[config.mk]
export PLATFORM = sky130hd
export DESIGN_NAME = ripple_count_capture
export DESIGN_NICKNAME = d
export VERILOG_FILES = /design/src/rtl/ripple_count_capture.sv
export SDC_FILE = /design/constraint.sdc
export NUM_CORES = 1
export LEC_CHECK = 0
export CAP_MARGIN = 20
export CELL_PAD_IN_SITES_DETAIL_PLACEMENT = 2
export CELL_PAD_IN_SITES_GLOBAL_PLACEMENT = 2
export CORE_MARGIN = 5
export CORE_UTILIZATION = 36
export CTS_CLUSTER_SIZE = 25
export DETAILED_ROUTE_END_ITERATION = 6
export GPL_ROUTABILITY_DRIVEN = 0
export PLACE_DENSITY_LB_ADDON = 0.3
export SLEW_MARGIN = 20
export SYNTH_ARGS = -nofsm -noshare
export SYNTH_HDL_FRONTEND = slang
export SYNTH_SLANG_ARGS = --single-unit
[constraint.sdc]
create_clock -name clk -period 2.05 [get_ports clk]
set_clock_uncertainty 0.15 [all_clocks]
set_input_delay 0.41 -clock clk [delete_from_list [all_inputs] [get_ports clk]]
set_output_delay 0.41 -clock clk [all_outputs]
set_load 0.01 [all_outputs]
[src/rtl/ripple_count_capture.sv]
// Brings a free-running asynchronous ripple-counter value into the clk domain:
// per-bit 2-FF synchronisers, a settle filter, and a valid/ready publish port carrying count, delta and wrap.
module ripple_count_capture #(
    parameter int unsigned WIDTH         = 4,
    parameter int unsigned STABLE_CYCLES = 2
) (
    input  logic             clk,
    input  logic             reset,
    input  logic [WIDTH-1:0] cnt_in,
    input  logic             out_ready,
    output logic             out_valid,
    output logic [WIDTH-1:0] out_count,
    output logic [WIDTH-1:0] out_delta,
    output logic             out_wrap,
    output logic             backlog
);

    typedef enum logic [1:0] {
        S_WAIT,
        S_SETTLE,
        S_EMIT
    } state_t;

    // Value of stable_q on the cycle that completes the required run of equal samples.
    localparam logic [3:0] STABLE_LAST = 4'(STABLE_CYCLES - 1);

    state_t           state_q;
    logic [WIDTH-1:0] sync1_q;
    logic [WIDTH-1:0] sync2_q;
    logic [WIDTH-1:0] cand_q;
    logic [WIDTH-1:0] last_pub_q;
    logic [WIDTH-1:0] count_q;
    logic [WIDTH-1:0] delta_q;
    logic [3:0]       stable_q;
    logic             valid_q;
    logic             wrap_q;
    logic             backlog_q;

    always_ff @(posedge clk or posedge reset) begin
        if (reset) begin
            state_q    <= S_WAIT;
            sync1_q    <= '0;
            sync2_q    <= '0;
            cand_q     <= '0;
            last_pub_q <= '0;
            count_q    <= '0;
            delta_q    <= '0;
            stable_q   <= '0;
            valid_q    <= 1'b0;
            wrap_q     <= 1'b0;
            backlog_q  <= 1'b0;
        end else begin
            sync1_q <= cnt_in;
            sync2_q <= sync1_q;

            case (state_q)
                S_WAIT: begin
                    backlog_q <= 1'b0;
                    if (sync2_q != last_pub_q) begin
                        cand_q   <= sync2_q;
                        stable_q <= 4'd1;
                        state_q  <= S_SETTLE;
                    end
                end

                S_SETTLE: begin
                    backlog_q <= 1'b0;
                    // Falling back to the last published value is a ripple glitch, not a count.
                    if (sync2_q == last_pub_q) begin
                        state_q <= S_WAIT;
                    end else if (sync2_q != cand_q) begin
                        cand_q   <= sync2_q;
                        stable_q <= 4'd1;
                    end else if (stable_q == STABLE_LAST) begin
                        count_q    <= cand_q;
                        delta_q    <= cand_q - last_pub_q;
                        wrap_q     <= (cand_q < last_pub_q);
                        last_pub_q <= cand_q;
                        valid_q    <= 1'b1;
                        state_q    <= S_EMIT;
                    end else begin
                        stable_q <= stable_q + 4'd1;
                    end
                end

                S_EMIT: begin
                    if (valid_q && out_ready) begin
                        valid_q   <= 1'b0;
                        backlog_q <= 1'b0;
                        state_q   <= S_WAIT;
                    end else begin
                        backlog_q <= (sync2_q != count_q);
                    end
                end

                default: begin
                    state_q <= S_WAIT;
                end
            endcase
        end
    end

    assign out_valid = valid_q;
    assign out_count = count_q;
    assign out_delta = delta_q;
    assign out_wrap  = wrap_q;
    assign backlog   = backlog_q;

endmodule
==> key figures <==
Hold path
  – WHS Path Cells: 0
  – Hold WC Path Type: register to register
  – WHS Endpoint: sync2_q[0]$_DFF_PP0_
  – Hold path start: sync1_q[0]$_DFF_PP0_

STA
  – Worst-Margin Slew: approximately 0.39 ns
  – Max-Slew Margin vs Limit: 0.7390
  – Fmax: around 0.52 GHz
  – Period utilization: 0.9368
  – Pins over their slew limit: 0
  – Final setup fails: 0
  – Unrepaired setup endpoints after global routing: no
  – Minimum clock period: between 1.5 and 2 ns
  – Final Hold Fails: 0
  – Setup TNS: 0 ns

Clock network
  – Maximum root-to-sink buffer count: 2
  – TritonCTS Sinks: 29
  – Root Buffer Master: clkbuf_8
  – Clk_lat worst skew: around 0.28 ns
  – H-tree Lvls: 2
  – Postcts setup bufs: 0
  – CTS Buf Count: 5
  – CTS tree: built
  – Clock transition at path regs: around 0.06 ns

Detailed routing
  – 1st-pass router iterations: 4
  – Routed via count: 973
  – Post-route ant nets: 0
  – Wire per inst: approximately 18 µm
  – DR DRC count: 0
  – DRT iter0 DRCs: 27
  – Vias per std cell: approximately 5.0
  – Detailed Route WL: roughly 3400 µm

Critical path
  – Startpoint Class: register
  – CP Data Arrival Time: around 1.9 ns
  – Worst R2R End: out_delta[1]$_DFFE_PP0P_
  – Critical Path RT: around 2.1 ns
  – R2R depth: 4
  – R2r startpoint: out_count[2]$_DFFE_PP0P_
  – CP Class: register to register
  – Type of element capturing the critical path: register
  – Crit-path max FO: 9
  – Reg2reg setup slack: approximately 0.13 ns

Placement
  – HPWL after detailed placement: 2533 µm
  – Placed cell areas: roughly 1700 µm²
  – IO Port Bufs: 17
  – Inst Count DP: 186

Pwr
  – Max IR drop VDD: approximately 0.00057 V
  – PD cells: between 1000 and 1500 nW/µm²
  – Leakage: between 0.8 and 0.9 nW

Global route
  – Initial antenna violation count: 0
  – Gr usage total: 0.1464
  – Vias in the first global route: around 1100
  – Grt total ovfl: 0
  – Largest net degree at the start of global routing: 30
  – Global-route wire length before repair: around 5800 µm

Floorplan
  – Die Ht: approximately 73 µm
  – Core Footprint: between 3000 and 4000 µm²
  – Die footprint: ~5300 µm²
  – I/O pins: 18
  – Die width: a little over 70 µm
  – Initial Utilization: 0.3783
  – # rows: 22

Outcome
  – Status: finished, final reports clean

Final layout
  – Non-filler cells, final: 193
  – Final non-filler cell area: around 1800 µm²
  – Commonest non-fill, non-tap cells in the layout: dfrtp_1 (29), clkdlybuf4s50_1 (17), nand2_1 (15)
  – Antenna diode count: 0
  – Area added between synthesis and finish: 26.94%
  – Nets@finish: 159
  – Share of cells above drive strength 1: 0.1931
  – Commonest non-fill, non-tap cell in the layout: dfrtp_1
  – Final core occ: 0.4803

Synth
  – Post-synthesis sequential area ratio: 0.5124
  – #FFs+latches synth: 29
  – Synthesized Nets: 131
  – Average size of a mapped cell: 12.11 µm²
  – Mapped Cells: about 120
  – Number of library cell types mapped by synthesis: 34
  – Synth Cell Area: between 1000 and 1500 µm²
  – Yosys warning count: 0

Run
  – Max Cap Violations: 0
==> layer usage <==
metal / part of all wire / vias up / global-route usage
met3: 0.034 / 5 / 0.02893
li1: - / 456 / -
met2: 0.49 / 20 / 0.2325
met5: 0 / - / 0
met1: 0.46 / 492 / 0.1941
met4: 0.014 / 0 / 0.06148
==> critical path, stage by stage (launching register included) <==
cell	delay, ns
dfrtp_1	0.42
xnor2_1	0.35
nand4_2	0.25
nand4_4	0.30
mux2_4	0.33
==> power by group <==
| part | total (W) | switching [W] | internal [W] |
|---|---|---|---|
| sequential | 0.000880 | 0.000156 | 0.000724 |
| combinational | 0.00117 | 0.000570 | 0.000597 |
| clock | 0.000558 | 0.000206 | 0.000352 |
| total | 0.00261 | 0.000932 | 0.00167 |
==> worst max-delay path by stage <==
stage,from,to,slack (ns),cells after the start
finish,out_count[2]$_DFFE_PP0P_,out_delta[1]$_DFFE_PP0P_,0.13,4
global route,out_count[1]$_DFFE_PP0P_,out_delta[3]$_DFFE_PP0P_,0.03,6
CTS,out_count[3]$_DFFE_PP0P_,out_delta[1]$_DFFE_PP0P_,0.05,4
detailed placement,out_count[0]$_DFFE_PP0P_,out_delta[1]$_DFFE_PP0P_,0.08,4
global placement,out_count[0]$_DFFE_PP0P_,out_delta[1]$_DFFE_PP0P_,0.17,4
floorplan,out_count[0]$_DFFE_PP0P_,out_count[1]$_DFFE_PP0P_,0.29,4
==> area by class of cell <==
type | count | area (µm²)
fill | 389 | 1946
sequential | 29 | 725.7
multi-input combinational | 75 | 655.6
timing repair buffer | 22 | 207.7
clock buffer | 5 | 68.82
tap | 48 | 60.06
inverter | 12 | 45.04
clock inverter | 2 | 35.03
==> Yosys cell counts <==
cell type | n | area, µm²
a31oi_2 | 1 | 12.51
nand3_1 | 2 | 10.01
nand2b_1 | 1 | 6.260
nand4_1 | 1 | 6.260
o32ai_1 | 1 | 8.760
o31ai_1 | 2 | 15.01
nor3b_4 | 1 | 18.77
inv_1 | 12 | 45.04
dfrtp_1 | 29 | 725.7
a22oi_1 | 2 | 15.01
and2_1 | 1 | 6.260
a32oi_1 | 1 | 8.760
o21ai_0 | 5 | 25.02
nand2_1 | 15 | 56.30
nand4_4 | 1 | 21.27
nor2_1 | 1 | 3.750
a21boi_0 | 1 | 7.510
fa_1 | 1 | 20.02
a41oi_2 | 1 | 16.27
xnor2_1 | 6 | 52.55
and3_1 | 1 | 6.260
ha_1 | 6 | 75.07
nand4_2 | 1 | 12.51
a21oi_1 | 3 | 15.01
mux2i_1 | 1 | 10.01
nor3b_1 | 2 | 15.01
a41o_2 | 1 | 11.26
clkbuf_2 | 1 | 5.000
nor2b_1 | 3 | 18.77
mux2_4 | 7 | 105.1
o22a_1 | 1 | 8.760
xor2_1 | 3 | 26.28
a41o_1 | 1 | 10.01
nor3_4 | 1 | 16.27
==> through the flow <==
| step | power, W | hold WS (ns) | setup slack [ns] |
|---|---|---|---|
| after CTS | 0.002637 | 0.2005 | 0.04755 |
| after global placement | 0.001978 | 0.1830 | 0.1705 |
| final | 0.002606 | 0.2011 | 0.1296 |
| after global routing | 0.002815 | 0.2190 | 0.02986 |
| after floorplan | 0.001585 | 0.1812 | 0.2920 |
| after detailed placement | 0.002053 | 0.1872 | 0.08097 |
==> cell families after synthesis <==
kind of cell	share of synthesized area
flip-flops	0.5124
buffers and inverters	0.03533
AND/OR/NAND/NOR	0.1396
AO/OA/AOI/OAI	0.1087
XOR/XNOR	0.05566
adder cells (fa/ha/maj)	0.06714
multiplexers	0.08127
==> what timing repair did <==
action                                  4_1_cts  5_1_grt
hold buffers                                  0        0
hold endpoints to repair                      0        0
endpoints found under the setup margin        0        7
gates resized for setup                       0        2
==> registers in the layout (all words and copies together), names as in the netlist <==
signal and cells:
stable_q 4, out_count 4, sync2_q 4, out_delta 4, sync1_q 4, cand_q 4
backlog 1, out_wrap 1, out_valid 1, state_q 2
Power figures use the tool's default switching activity.
==> RTL edit 1: new RTL, config.mk and constraints unchanged <==
Set the parameter `WIDTH` to 3 (it was 4).
--- a/src/rtl/ripple_count_capture.sv
+++ b/src/rtl/ripple_count_capture.sv
@@ -3,3 +3,3 @@
 module ripple_count_capture #(
-    parameter int unsigned WIDTH         = 4,
+    parameter int unsigned WIDTH         = 3,
     parameter int unsigned STABLE_CYCLES = 2
Interface: changed (resized cnt_in, out_count and out_delta); port bits go from 18 to 15. No check against the original RTL was run, so the function may have changed too.
==> RTL edit 1 against the unedited design <==
- area after synthesis fell by 23%
- global-route usage fell by 1.1 points
- design area fell by 24%
- worst setup slack got worse by 0.050 ns
- sequential cell count fell by 5
- core utilization fell by 1.9 points
- sequential share of layout area rose by 3.5 points
- critical endpoint unchanged
- critical path depth did not move
- routed wire length fell by 29%
Power is not compared: it rests on default switching activity, and its combinational part moved more than twofold at a synthesized area within 25%.
==> RTL edit 1: results (changes against the unedited design) <==
[clocking]
clock_buffers_created_by_tritoncts=3  ; -2
clock_latency_ns=0.32  ; +0.04 ns
htree_num_levels=1  ; -1
clk_pin_slew_worst_paths_ns=0.14  ; +0.08 ns

[drt]
route.final.wire_length_mm=2.39  ; -29%
routed-via-count=742  ; -24%
first_iter_violations=12  ; -56%

[global_routing]
grt_usage_pct=13.6  ; -1.1 points
grt_use_met1_pct=15.8  ; -3.6 points
global_route.usage.met3_pct=2.95  ; +0.054 points
first_pass_grt_wire_length_mm=4.30  ; -26%
groute.layer.met2.usage_pct=24.3  ; +1.0 points

[layout]
finalNonFillerCells=143  ; -26%
fillerInstances=313  ; -20%
finalNetCount=123  ; -23%

[place]
placement.setup.worst_slack_ns=-0.000376  ; -0.0814 ns

[yosys]
yosysUniqueCellTypes=27  ; -21%
synth_xor_xnor_area_share_pct=5.64  ; +0.073 points
synth_area_leaders=sky130_fd_sc_hd__dfrtp_1 55%, sky130_fd_sc_hd__mux2_2 8.3%, sky130_fd_sc_hd__ha_1 5.8%
synthesis.area_per_instance_um2=12.5  ; +3.2%
synth_adder_area_share_pct=7.59  ; +0.88 points
synth-seq-area-share_pct=55.2  ; +4.0 points
syn-num-nets=99  ; -24%
synth-compound-area-share_pct=10.1  ; -0.74 points

[outcome]
outcome=complete, no violations

[min_path]
hold_start=sync1_q[1]$_DFF_PP0_
hold_end=sync2_q[1]$_DFF_PP0_

[worst_setup_path]
arrival_time_worst_endpoint_ns=2.04  ; +0.11 ns
critPathTopFamily=flip-flops
crit_path_max_incr_delay_ns=0.44  ; +0.02 ns

[timing]
post-route-worst-setup-slack_ns=0.0793  ; -0.0504 ns
slew_headroom_pct=66.3  ; -7.6 points

==> RTL edit 1: changes by cell type after synthesis, sizes merged, moves of 2 or more <==
cell	before	now
a41o	2	0
nand4	3	1
xnor2	6	3
inv	12	9
nand2	15	5
a22o	0	2
nor2b	3	1
o21ai	5	2
nor2	1	3
dfrtp	29	24
nor3b	3	1
a22oi	2	0
==> RTL edit 1: area by class of cell <==
class	count	area, um^2	area share [%]
flip-flops and latches	24	602	43.8
inverters	9	33.8	2.46
well taps	33	41.3	3.01
multi-input cells	54	465	33.9
clock buffers	3	22.5	1.64
repair buffers	19	178	12.9
clock inverters	1	30.0	2.19
==> RTL edit 1: repair_timing <==
| action | CTS | global route |
|---|---|---|
| cloned | 0 | 0 |
| gates resized for setup | 0 | 3 |
| setup endpoints to repair | 6 | 10 |
| setup buffers | 0 | 1 |
| pin swaps | 1 | 3 |
==> RTL edit 2: new RTL, config.mk and constraints unchanged <==
Without the edit above. Reset style: synchronous (`reset`), changed in one clocked block. Comments in the files are not updated.
--- a/src/rtl/ripple_count_capture.sv
+++ b/src/rtl/ripple_count_capture.sv
@@ -38,3 +38,3 @@
 
-    always_ff @(posedge clk or posedge reset) begin
+    always_ff @(posedge clk) begin
         if (reset) begin
Behaviour: differs if reset is asserted again (counterexample within 10 cycles, from zero or initial values and one cycle with reset high); with reset held inactive, the same outputs for 10 cycles.
==> RTL edit 2 against the unedited design <==
- synthesized cell count increased by 34%
- worst setup slack worse by 0.020 ns
- critical path type unchanged
- routed wire length rose by 28%
- design area is 5.7% higher
- largest cell class is now multi-input combinational cells
- sequential cell count unchanged
- maximum frequency down 1.0%
- area after synthesis up 8.4%
- cell count up 22%
Power is not compared: it rests on default switching activity, and its combinational part moved more than twofold at a synthesized area within 25%.
==> RTL edit 2: results (changes against the unedited design) <==
[worst_setup_path]
timing.reg2reg.setup_slack_ns=0.11  ; -0.02 ns
arrival_time_worst_endpoint_ns=1.95  ; +0.02 ns
crit_path_max_fanout=7  ; -2

[yosys]
synthTopCellsByCount=29 x sky130_fd_sc_hd__dfxtp_1, 14 x sky130_fd_sc_hd__nand2_1, 11 x sky130_fd_sc_hd__a21oi_1
synthesis.instances=157  ; +34%
synth_area_leaders=sky130_fd_sc_hd__dfxtp_1 38%, sky130_fd_sc_hd__ha_1 4.9%, sky130_fd_sc_hd__xnor2_1 4.6%
ys_dominant_reg_cell=sky130_fd_sc_hd__dfxtp_1
syn-num-nets=171  ; +31%
synth-async-reset-ratio_pct=0  ; -100 points
yosysUniqueCellTypes=40  ; +18%
synthesis_warnings=0  ; unchanged
synth-seq-area-share_pct=37.8  ; -13 points

[layout]
share_of_cell_area_taken_by_multi_input_logic_gates_pct=47.3  ; +11 points
diodes=0  ; unchanged
multi_input_gates=113  ; +51%
finalNetCount=198  ; +25%
finalNonFillerCells=235  ; +22%
fillerInstances=426  ; +9.5%
clkCellAreaFrac_pct=4.21  ; -1.6 points
seq_area_um2=584  ; -19%
clockBufferCount=8  ; +3
post_route_cells_drive_above_1_share_pct=16.8  ; -2.6 points
nFlopsAndLatches=29  ; unchanged
n_all_inverters=8  ; -4
layout.buffer.nonclock.area_share_pct=12.9  ; +1.4 points
nNonClkBuffers=27  ; +23%

[drt]
drt-met1-wl_mm=1.89  ; +22%
drt-pass1-iter-count=4  ; unchanged
top_layer=met4
route.met2.wl_mm=2.24  ; +35%
routed-via-count=1265  ; +30%
drt-wirelength-per-cell_um=18.4  ; +4.9%
met3_length_um=112  ; -2.6%
first_iter_violations=33  ; +22%

[global_routing]
first_global_vias=1426  ; +26%
groute.layer.met2.usage_pct=29.9  ; +6.7 points
grt_usage_pct=17.5  ; +2.8 points
grt_start_max_net_pins=16  ; -47%
antenna_found_initial=0  ; unchanged
grt_use_met1_pct=21.8  ; +2.4 points
global_route.usage.met3_pct=3.56  ; +0.67 points
first_pass_grt_wire_length_mm=7.32  ; +26%

[timing]
hold_slack_ns=0.302  ; +0.101 ns
tightest_slew_ns=0.625  ; +0.233 ns

[clocking]
clock_buffers_created_by_tritoncts=5  ; unchanged
cts_buffer_depth=2  ; unchanged
cts.repair_timing.setup_buffer_count=0  ; unchanged
htree_num_levels=2  ; unchanged

[outcome]
outcome=complete, no violations

[place]
hpwlAfterDp_mm=3.41  ; +35%
place.detailed.instances=226  ; +22%

[power_and_ir_drop]
cell_internal_pwr_uw=902
pwr.group.sequential_uw=598
static-leakage-power_uw=0.000645
power.ir.vdd_worst_mv=0.293

[min_path]
worstHoldPathCells=1  ; +1

==> RTL edit 2: changes by cell type in the layout (fill, tap and decap cells not counted), moves of 7 or more <==
cell,delta
sky130_fd_sc_hd__mux2_4,-7
sky130_fd_sc_hd__dfxtp_1,+26
sky130_fd_sc_hd__dfrtp_1,-29
sky130_fd_sc_hd__nor2b_1,+7
sky130_fd_sc_hd__a21oi_1,+8
sky130_fd_sc_hd__nand4_1,+7
==> RTL edit 2: logic make-up (layout without fill, tap and decap cells) <==
family                   Yosys count  count (layout)  share of synthesized area (%)
adder cells (fa/ha/maj)            7               7                           6.19
buffers and inverters             15              43                           3.83
flip-flops                        29              29                           37.8
AO/OA/AOI/OAI                     42              42                           23.2
AND/OR/NAND/NOR                   49              49                           18.3
multiplexers                       1               1                          0.652
XOR/XNOR                          14              14                           9.94
==> RTL edit 2: critical path: stages, from the launching register on <==
cell	delay (ns)
sky130_fd_sc_hd__dfxtp_1	0.47
sky130_fd_sc_hd__xor2_2	0.19
sky130_fd_sc_hd__o41ai_4	0.66
sky130_fd_sc_hd__nor3_4	0.12
sky130_fd_sc_hd__a31o_1	0.24
==> RTL edit 2: worst paths after layout <==
path | from | end
max | sync2_q[3]$_SDFF_PP0_ | out_delta[3]$_SDFFE_PP0P_
min | sync1_q[3]$_SDFF_PP0_ | sync2_q[3]$_SDFF_PP0_
max reg2reg | sync2_q[3]$_SDFF_PP0_ | out_delta[3]$_SDFFE_PP0P_
min reg2reg | sync1_q[3]$_SDFF_PP0_ | sync2_q[3]$_SDFF_PP0_
==> RTL edit 2: metrics by stage <==
step                setup WS [ns]  power, uW  cell area, um^2
finish                      0.110       1230             1900
global placement            0.146        791             1810
detailed placement         0.0511        803             1810
floorplan                   0.198        729             1540
CTS                        0.0240       1250             1890
global route              0.00921       1300             1900
